File: config.mk
export PLATFORM = sky130hd
export DESIGN_NAME = sync_fifo_param
export DESIGN_NICKNAME = d
export VERILOG_FILES = /design/src/rtl/fifo_pkg.sv /design/src/rtl/fifo_ram_2p.sv /design/src/rtl/sync_fifo_param.sv
export SDC_FILE = /design/constraint.sdc
export NUM_CORES = 1
export LEC_CHECK = 0
export BUFFER_PORTS_ARGS = -buffer_cell sky130_fd_sc_hd__clkbuf_2
export CAP_MARGIN = 20
export CORE_ASPECT_RATIO = 1.25
export CORE_UTILIZATION = 53
export DETAILED_ROUTE_END_ITERATION = 10
export GPL_TIMING_DRIVEN = 0
export PLACE_DENSITY = 0.74
export SYNTH_ARGS = -nofsm -noshare
export SYNTH_HDL_FRONTEND = slang
export SYNTH_SLANG_ARGS = --single-unit
File: constraint.sdc
create_clock -name sys_clk -period 2.2 [get_ports sys_clk]
set_input_delay 0 -clock sys_clk [delete_from_list [all_inputs] [get_ports sys_clk]]
set_output_delay 0 -clock sys_clk [all_outputs]
set_load 0.05 [all_outputs]
File: src/rtl/fifo_pkg.sv
// Shared definitions for the parametrised sync FIFO family:
// read-mode constants and elaboration-time parameter checks.
package fifo_pkg;

    typedef enum int unsigned {
        FIFO_MODE_STD  = 0,
        FIFO_MODE_FWFT = 1
    } fifo_mode_e;

    // Bits needed to hold an occupancy of 0..depth inclusive.
    function automatic int unsigned count_width(input int unsigned depth);
        return $clog2(depth + 1);
    endfunction

    function automatic bit thresh_ok(input int unsigned depth,
                                     input int unsigned af,
                                     input int unsigned ae);
        return (af >= 1) && (af <= depth) && (ae <= depth - 1);
    endfunction

    function automatic bit mode_ok(input int unsigned fwft);
        return (fwft == int'(FIFO_MODE_STD)) || (fwft == int'(FIFO_MODE_FWFT));
    endfunction

endpackage

File: src/rtl/fifo_ram_2p.sv
// Simple dual-port storage: synchronous write, asynchronous read.
// Contents are intentionally not reset.
module fifo_ram_2p #(
    parameter int DATA_W = 8,
    parameter int ADDR_W = 3
) (
    input  logic              sys_clk,
    input  logic              we,
    input  logic [ADDR_W-1:0] waddr,
    input  logic [DATA_W-1:0] wdata,
    input  logic [ADDR_W-1:0] raddr,
    output logic [DATA_W-1:0] rdata
);

    logic [DATA_W-1:0] mem [2**ADDR_W];

    always_ff @(posedge sys_clk) begin
        if (we) begin
            mem[waddr] <= wdata;
        end
    end

    assign rdata = mem[raddr];

endmodule

File: src/rtl/sync_fifo_param.sv
// Parametrised single-clock FIFO with occupancy count, programmable
// almost-full/empty thresholds, std or FWFT read mode and sticky error flags.
module sync_fifo_param
    import fifo_pkg::*;
#(
    parameter int DATA_W    = 8,
    parameter int ADDR_W    = 3,
    parameter int FWFT      = 0,
    parameter int AF_THRESH = 6,
    parameter int AE_THRESH = 2
) (
    input  logic              sys_clk,
    input  logic              sys_rst_n,
    input  logic              wr_en,
    input  logic [DATA_W-1:0] wr_data,
    input  logic              rd_en,
    output logic [DATA_W-1:0] rd_data,
    output logic              rd_valid,
    output logic [ADDR_W:0]   count,
    output logic              full,
    output logic              empty,
    output logic              almost_full,
    output logic              almost_empty,
    output logic              overflow,
    output logic              underflow,
    input  logic              err_clr
);

    localparam int DEPTH = 2**ADDR_W;
    localparam logic [ADDR_W:0] DEPTH_CNT = (ADDR_W+1)'(DEPTH);
    localparam logic [ADDR_W:0] AF_LVL    = (ADDR_W+1)'(AF_THRESH);
    localparam logic [ADDR_W:0] AE_LVL    = (ADDR_W+1)'(AE_THRESH);

    if (!thresh_ok(DEPTH, AF_THRESH, AE_THRESH) || !mode_ok(FWFT) ||
        count_width(DEPTH) != ADDR_W + 1) begin : g_param_err
        $error("sync_fifo_param: invalid parameter set");
    end

    logic [ADDR_W-1:0] wr_ptr;
    logic [ADDR_W-1:0] rd_ptr;
    logic [ADDR_W:0]   count_q;
    logic [DATA_W-1:0] ram_rdata;
    logic              rd_acc;
    logic              wr_acc;

    // A write at full is only accepted when a read frees a slot in the same cycle.
    assign rd_acc = rd_en & ~empty;
    assign wr_acc = wr_en & (~full | rd_acc);

    assign count        = count_q;
    assign empty        = (count_q == '0);
    assign full         = (count_q == DEPTH_CNT);
    assign almost_full  = (count_q >= AF_LVL);
    assign almost_empty = (count_q <= AE_LVL);

    fifo_ram_2p #(
        .DATA_W (DATA_W),
        .ADDR_W (ADDR_W)
    ) u_ram (
        .sys_clk (sys_clk),
        .we      (wr_acc),
        .waddr   (wr_ptr),
        .wdata   (wr_data),
        .raddr   (rd_ptr),
        .rdata   (ram_rdata)
    );

    always_ff @(posedge sys_clk) begin
        if (!sys_rst_n) begin
            wr_ptr    <= '0;
            rd_ptr    <= '0;
            count_q   <= '0;
            overflow  <= 1'b0;
            underflow <= 1'b0;
        end else begin
            if (wr_acc) begin
                wr_ptr <= wr_ptr + ADDR_W'(1);
            end
            if (rd_acc) begin
                rd_ptr <= rd_ptr + ADDR_W'(1);
            end
            case ({wr_acc, rd_acc})
                2'b10:   count_q <= count_q + (ADDR_W+1)'(1);
                2'b01:   count_q <= count_q - (ADDR_W+1)'(1);
                default: count_q <= count_q;
            endcase
            // New error events take priority over a simultaneous clear.
            overflow  <= (wr_en & ~wr_acc) | (overflow  & ~err_clr);
            underflow <= (rd_en & empty)   | (underflow & ~err_clr);
        end
    end

    if (FWFT == int'(FIFO_MODE_FWFT)) begin : g_fwft
        // Masked while empty so the output reads zero after reset.
        assign rd_data  = empty ? '0 : ram_rdata;
        assign rd_valid = ~empty;
    end else begin : g_std
        logic [DATA_W-1:0] rd_data_q;
        logic              rd_valid_q;

        always_ff @(posedge sys_clk) begin
            if (!sys_rst_n) begin
                rd_data_q  <= '0;
                rd_valid_q <= 1'b0;
            end else begin
                rd_valid_q <= rd_acc;
                if (rd_acc) begin
                    rd_data_q <= ram_rdata;
                end
            end
        end

        assign rd_data  = rd_data_q;
        assign rd_valid = rd_valid_q;
    end

endmodule
-- Word level (Yosys, flattened, before mapping)
Memory sizes are Yosys's and may differ from the RTL's. A register that Yosys moved wholly into a read port is not among the register bits.
Index checks and enable logic that the tools add are counted.
- flip-flop bits (word level): 13
- bits in writable memories: 64
- bits of input ports: 13
- logic and storage cells: 35
- memories kept: 1
- memories (memory ; words ; width ; rd ports ; clocked after memory_dff ; write ports ; RTL line ; RTL):
    u_ram.mem ; 8 ; 8 ; 1 ; 1 ; 1 ; fifo_ram_2p.sv:15 ; logic [DATA_W-1:0] mem [2**ADDR_W];
- add/subtract/negate cells: 4
- $lt $le $gt $ge: 2
- equality and inequality tests: 3
- mux-type cells: 3
- bitwise gates (word level): 13
- reductions and logical operators: 3
- operator list (kind ; number):
    $pmux W4 S2 ; 1
    $add A3 B1 Y3 const B ; 2
    $and A1 B1 Y1 ; 6
    $add A4 B1 Y4 const B ; 1
    $eq A4 B4 Y1 const B ; 1
    $ge A4 B3 Y1 const B ; 1
    $le A4 B2 Y1 const B ; 1
    $logic_not A4 Y1 ; 1
    $not A1 Y1 ; 4
    $sub A4 B1 Y4 const B ; 1
    $or A1 B1 Y1 ; 3
    $eq A2 B1 Y1 const B ; 1
    $eq A2 B2 Y1 const B ; 1
    $mux W1 ; 2
    $reduce_bool A2 Y1 ; 1
    $logic_not A1 Y1 ; 1

-- Logic depth before layout (Yosys ltp)
- word-level depth: 8
- gate-level depth with buffers: 10
- gate-level depth less buffers: 8

-- By module
Synthesis repeated with hierarchy kept, for this count alone.
- cell total of the unflattened synthesis: 222
- area total of the unflattened synthesis: 3533.4 µm²
- modules (own cells, without submodules) (module ; times used ; cells an instance ; area each (µm²) ; sequential area each (µm²)):
    fifo_ram_2p ; 1 ; 106 ; 2531.2 ; 1921.8
    sync_fifo_param ; 1 ; 116 ; 1002.2 ; 420.4

-- Least setup slack after synthesis
No wires, ideal clock.
- kind: register to register
- from: register count_q[0] (netlist: count[0])
- to: register count_q[3] (netlist: count[3])
- library setup time: 64 ps
- data arrival time: 2417 ps
- setup slack: -280 ps
- stages on the path, launching flop included: 11
- buffers on the path: 2
- period minus slack after synthesis: 2480 ps
- path through: dfxtp_1 buf_6 o41a_2 buf_2 nand2b_1 inv_1 ha_1 a21oi_1 nand2_1 or3_1 nand4_1
- word-level cells in the longest chain between the ends: 7
- ends and longest elaborated chain (item ; RTL line ; RTL):
    from (decl) ; sync_fifo_param.sv:41 ; logic [ADDR_W:0] count_q;
    from (signal assigned) ; sync_fifo_param.sv:83 ; 2'b10: count_q <= count_q + (ADDR_W+1)'(1);
    from (signal assigned) ; sync_fifo_param.sv:84 ; 2'b01: count_q <= count_q - (ADDR_W+1)'(1);
    from (signal assigned) ; sync_fifo_param.sv:85 ; default: count_q <= count_q;
    $logic_not A4 Y1 ; sync_fifo_param.sv:51 ; assign empty = (count_q == '0);
    $not A1 Y1 ; sync_fifo_param.sv:47 ; assign rd_acc = rd_en & ~empty;
    $and A1 B1 Y1 ; sync_fifo_param.sv:47 ;
    $or A1 B1 Y1 ; sync_fifo_param.sv:48 ; assign wr_acc = wr_en & (~full | rd_acc);
    $and A1 B1 Y1 ; sync_fifo_param.sv:48 ;
    $eq A2 B1 Y1 or $eq A2 B2 Y1 (tied branches) ; sync_fifo_param.sv:82 ; case ({wr_acc, rd_acc})
    $pmux W4 S2 or $reduce_bool A2 Y1 (tied branches) ; -- ;
Several ways; a longest one is shown, not always the timed one.
A chain may end at the register's enable or synchronous reset.

-- Worst setup path after layout
- from: register count_q[1] (netlist: count[1])
- to: register count_q[3] (netlist: count[3])
The elaborated chain is that of the path after synthesis.

==> results.cfg <==
[run_status]
outcome = completed

[min_path]
min_path_cells = 4
hp-start = wr_en
hp-class = primary input to register
whs_endpoint = count[3]

[synthesis]
synth_cell_types = 38
synth_area_leaders = edfxtp_1, dfxtp_1, mux4_2
ys_ff_latch = 85
yosys_warnings = 0
avgSynthCellArea_sq_um = 16.0
postSynthNetCount = 237
ys_seq_area_share_pct = 67.0
synthFlopType = edfxtp_1
synth_area_sq_um = 3500
synth_edf_count = 64
synth_top_area_share_pct = 54.9
yosysTopAreaCell = edfxtp_1
async_flop_share_pct = 0
synth_cells = 219

[finish]
syn2layout_area_growth_pct = 19.8
final_cell_mix = edfxtp_1, clkbuf_2, dfxtp_1
drive_above_1_share_pct = 32.3
final_common_cell = edfxtp_1
multiInputGateArea_sq_um = 1090
nFillCells = 458
n_antenna_cell = 0
postLayoutCellArea_sq_um = 4190
fin_nets = 295
seq_area_sq_um = 2340

[floorplan]
dieArea_sq_um = 6930
die_h_um = 92.8
core_area_sq_um = 6290
chipWidth_um = 74.7
start_util_pct = 55.7
rows = 32
io_pins = 32

[sta]
slew_headroom_pct = 48.3
fin_crit_ns = 2.14
min_period_over_period_pct = 97.5
slew_violations = 0
worst_slew_pin_slew_ns = 0.775
hold_viol = 0
setup_ws_ns = 0.0556
fin_skew_ns = 0.0106
setup_viol = 0
max_freq_ghz = 0.466
rsz0062_at_grt = yes

[global_route]
antenna_found_initial = 0
grt_max_degree = 15
grtUsageTotal_pct = 21.4
first_global_vias = 2014
grt_pass1_wl_um = 10300
grt.overflow.total = 0

[power_and_ir_drop]
p_leak_nw = 1.47
p_sw_share_pct = 36.9
pwr-share-clk_pct = 22.3
ir_drop_mv = 1.07
p_int_mw = 3.29
power.density_nw_per_um2 = 1240
p_sw_mw = 1.92
p_total_mw = 5.21
power_frac_comb_pct = 38.6
seqPwrFrac_pct = 39.1

[critical_path]
worst_ep_arrival_time_ns = 2.43
critPathKind = register to register
cp-end-kind = register
reg2reg_from = count[1]
r2r_slack_ns = 0.06
worstRegToRegCells = 9
worstPathRequired_ns = 2.49
startpoint_type = register
crit_fanout = 8
rr_endpoint = count[3]

[clock_network]
clk_pin_slew_worst_paths_ns = 0.08
root_buffer = clkbuf_8
numCtsBuffers = 9
numClockSinks = 85
cts_tree = yes
cts.path.max_buffers = 2
htree_levels = 3
clock_latency_ns = 0.35

[placement]
dp_slack_ns = -0.262
routabilityCongestion = 0.739
dpl_cell_area_sq_um = 3800
io_buffers = 30
dpl.hpwl_um = 4370

[route]
via_per_inst = 5.60
drt_iter0_drc = 110
vias = 2057
wirelength_um = 6740
avgRoutedWirePerCell_um = 18.4
postRouteAntennaNets = 0
drc = 0
firstDrtPassIters = 4

[flow_run]
cap_violations = 0
==> power by group through the flow <==
stage	sequential, mW	combinational, mW	clock [mW]
floorplan	2.42	1.15	0
global placement	2.05	1.90	0
detailed placement	2.06	1.94	0
CTS	2.03	1.99	1.18
global route	2.06	2.15	1.24
finish	2.04	2.01	1.16
==> how the worst max path moves through the flow <==
| stage | to | slack [ns] | start | cells past startpoint |
|---|---|---|---|---|
| global route | count[3] | -0.01 | count[1] | 10 |
| floorplan | count[3] | -0.16 | count[0] | 10 |
| CTS | count[3] | -0.06 | count[1] | 9 |
| finish | count[3] | 0.06 | count[1] | 9 |
| global placement | u_ram.mem[2][0] | -0.21 | count[2] | 4 |
| detailed placement | count[3] | -0.26 | count[1] | 10 |
==> cells in the mapped netlist (2+ instances only) <==
| library cell | instances |
|---|---|
| a21oi_1 | 12 |
| nor3_1 | 5 |
| nor2b_1 | 2 |
| or3_1 | 2 |
| o211ai_1 | 2 |
| inv_1 | 4 |
| buf_4 | 4 |
| buf_6 | 3 |
| nor2_1 | 17 |
| nand2b_1 | 4 |
| ha_1 | 4 |
| mux2i_1 | 9 |
| buf_2 | 2 |
| xor2_1 | 3 |
| edfxtp_1 | 64 |
| xnor2_1 | 4 |
| a211oi_1 | 2 |
| dfxtp_1 | 21 |
| o311a_1 | 2 |
| clkbuf_1 | 3 |
| nand4_1 | 3 |
| mux4_2 | 16 |
| o21ai_0 | 10 |
| nand3_1 | 2 |
| nand2_1 | 6 |
==> routing by layer <==
layer / vias up / GRT usage [%] / part of all wire, %
met5: - / 0 / 0
met3: 13 / 3.92 / 3.6
met4: 0 / 10.8 / 2.1
met2: 50 / 35.1 / 52
met1: 1034 / 26.8 / 42
li1: 960 / - / -
==> critical path, cell delays in order, from the launching register on <==
cell,delay (ns)
dfxtp_2,0.33
buf_4,0.16
o41a_4,0.49
nand2b_4,0.08
inv_1,0.08
ha_4,0.23
a21oi_1,0.14
nand2_1,0.12
or3_1,0.34
nand4_1,0.11
==> what timing repair did <==
| item | 4_1_cts | 5_1_grt |
|---|---|---|
| hold buffers | 12 | 0 |
| gates resized for setup | 2 | 7 |
| setup buffers | 2 | 0 |
| pin swaps | 2 | 2 |
| setup endpoints to repair | 9 | 17 |
| hold endpoints to repair | 69 | 0 |
==> layout make-up <==
class	instances	share of cell area, %
flip-flops and latches	85	56.0
clock buffers	11	3.14
inverters	4	0.358
plain buffers	14	2.51
repair buffers	48	7.52
clock inverters	5	1.85
well taps	85	2.54
multi-input cells	115	26.1
==> sequential cells by signal, summed over array words and instances, names as in the netlist <==
signal,flops
count,4
rd_valid,1
underflow,1
rd_data,8
u_ram.mem,64
wr_ptr,3
rd_ptr,3
overflow,1
==> cell families (layout without fill, tap and decap cells) <==
| logic type | Yosys count | after routing | share of synthesized area [%] |
|---|---|---|---|
| flops | 85 | 85 | 67.0 |
| simple gates | 45 | 45 | 6.40 |
| compound gates | 33 | 33 | 6.44 |
| mux | 25 | 25 | 12.9 |
| buf+inv | 19 | 82 | 3.58 |
| xor+xnor | 7 | 7 | 1.75 |
| fa+ha+maj | 5 | 5 | 2.00 |
==> stage by stage <==
stage | setup TNS, ns | hold WS (ns) | utilization, % | instances
after floorplan | -0.159 | 0.0989 | - | 219
after global placement | -4.97 | 0.275 | 60.0 | 334
after detailed placement | -0.262 | 0.287 | 60.4 | 338
after CTS | -0.0580 | 0.0944 | 66.0 | 367
after global routing | -0.0141 | 0.159 | 66.7 | 367
final | 0 | 0.145 | 66.7 | 367
Power figures use the tool's default switching activity.
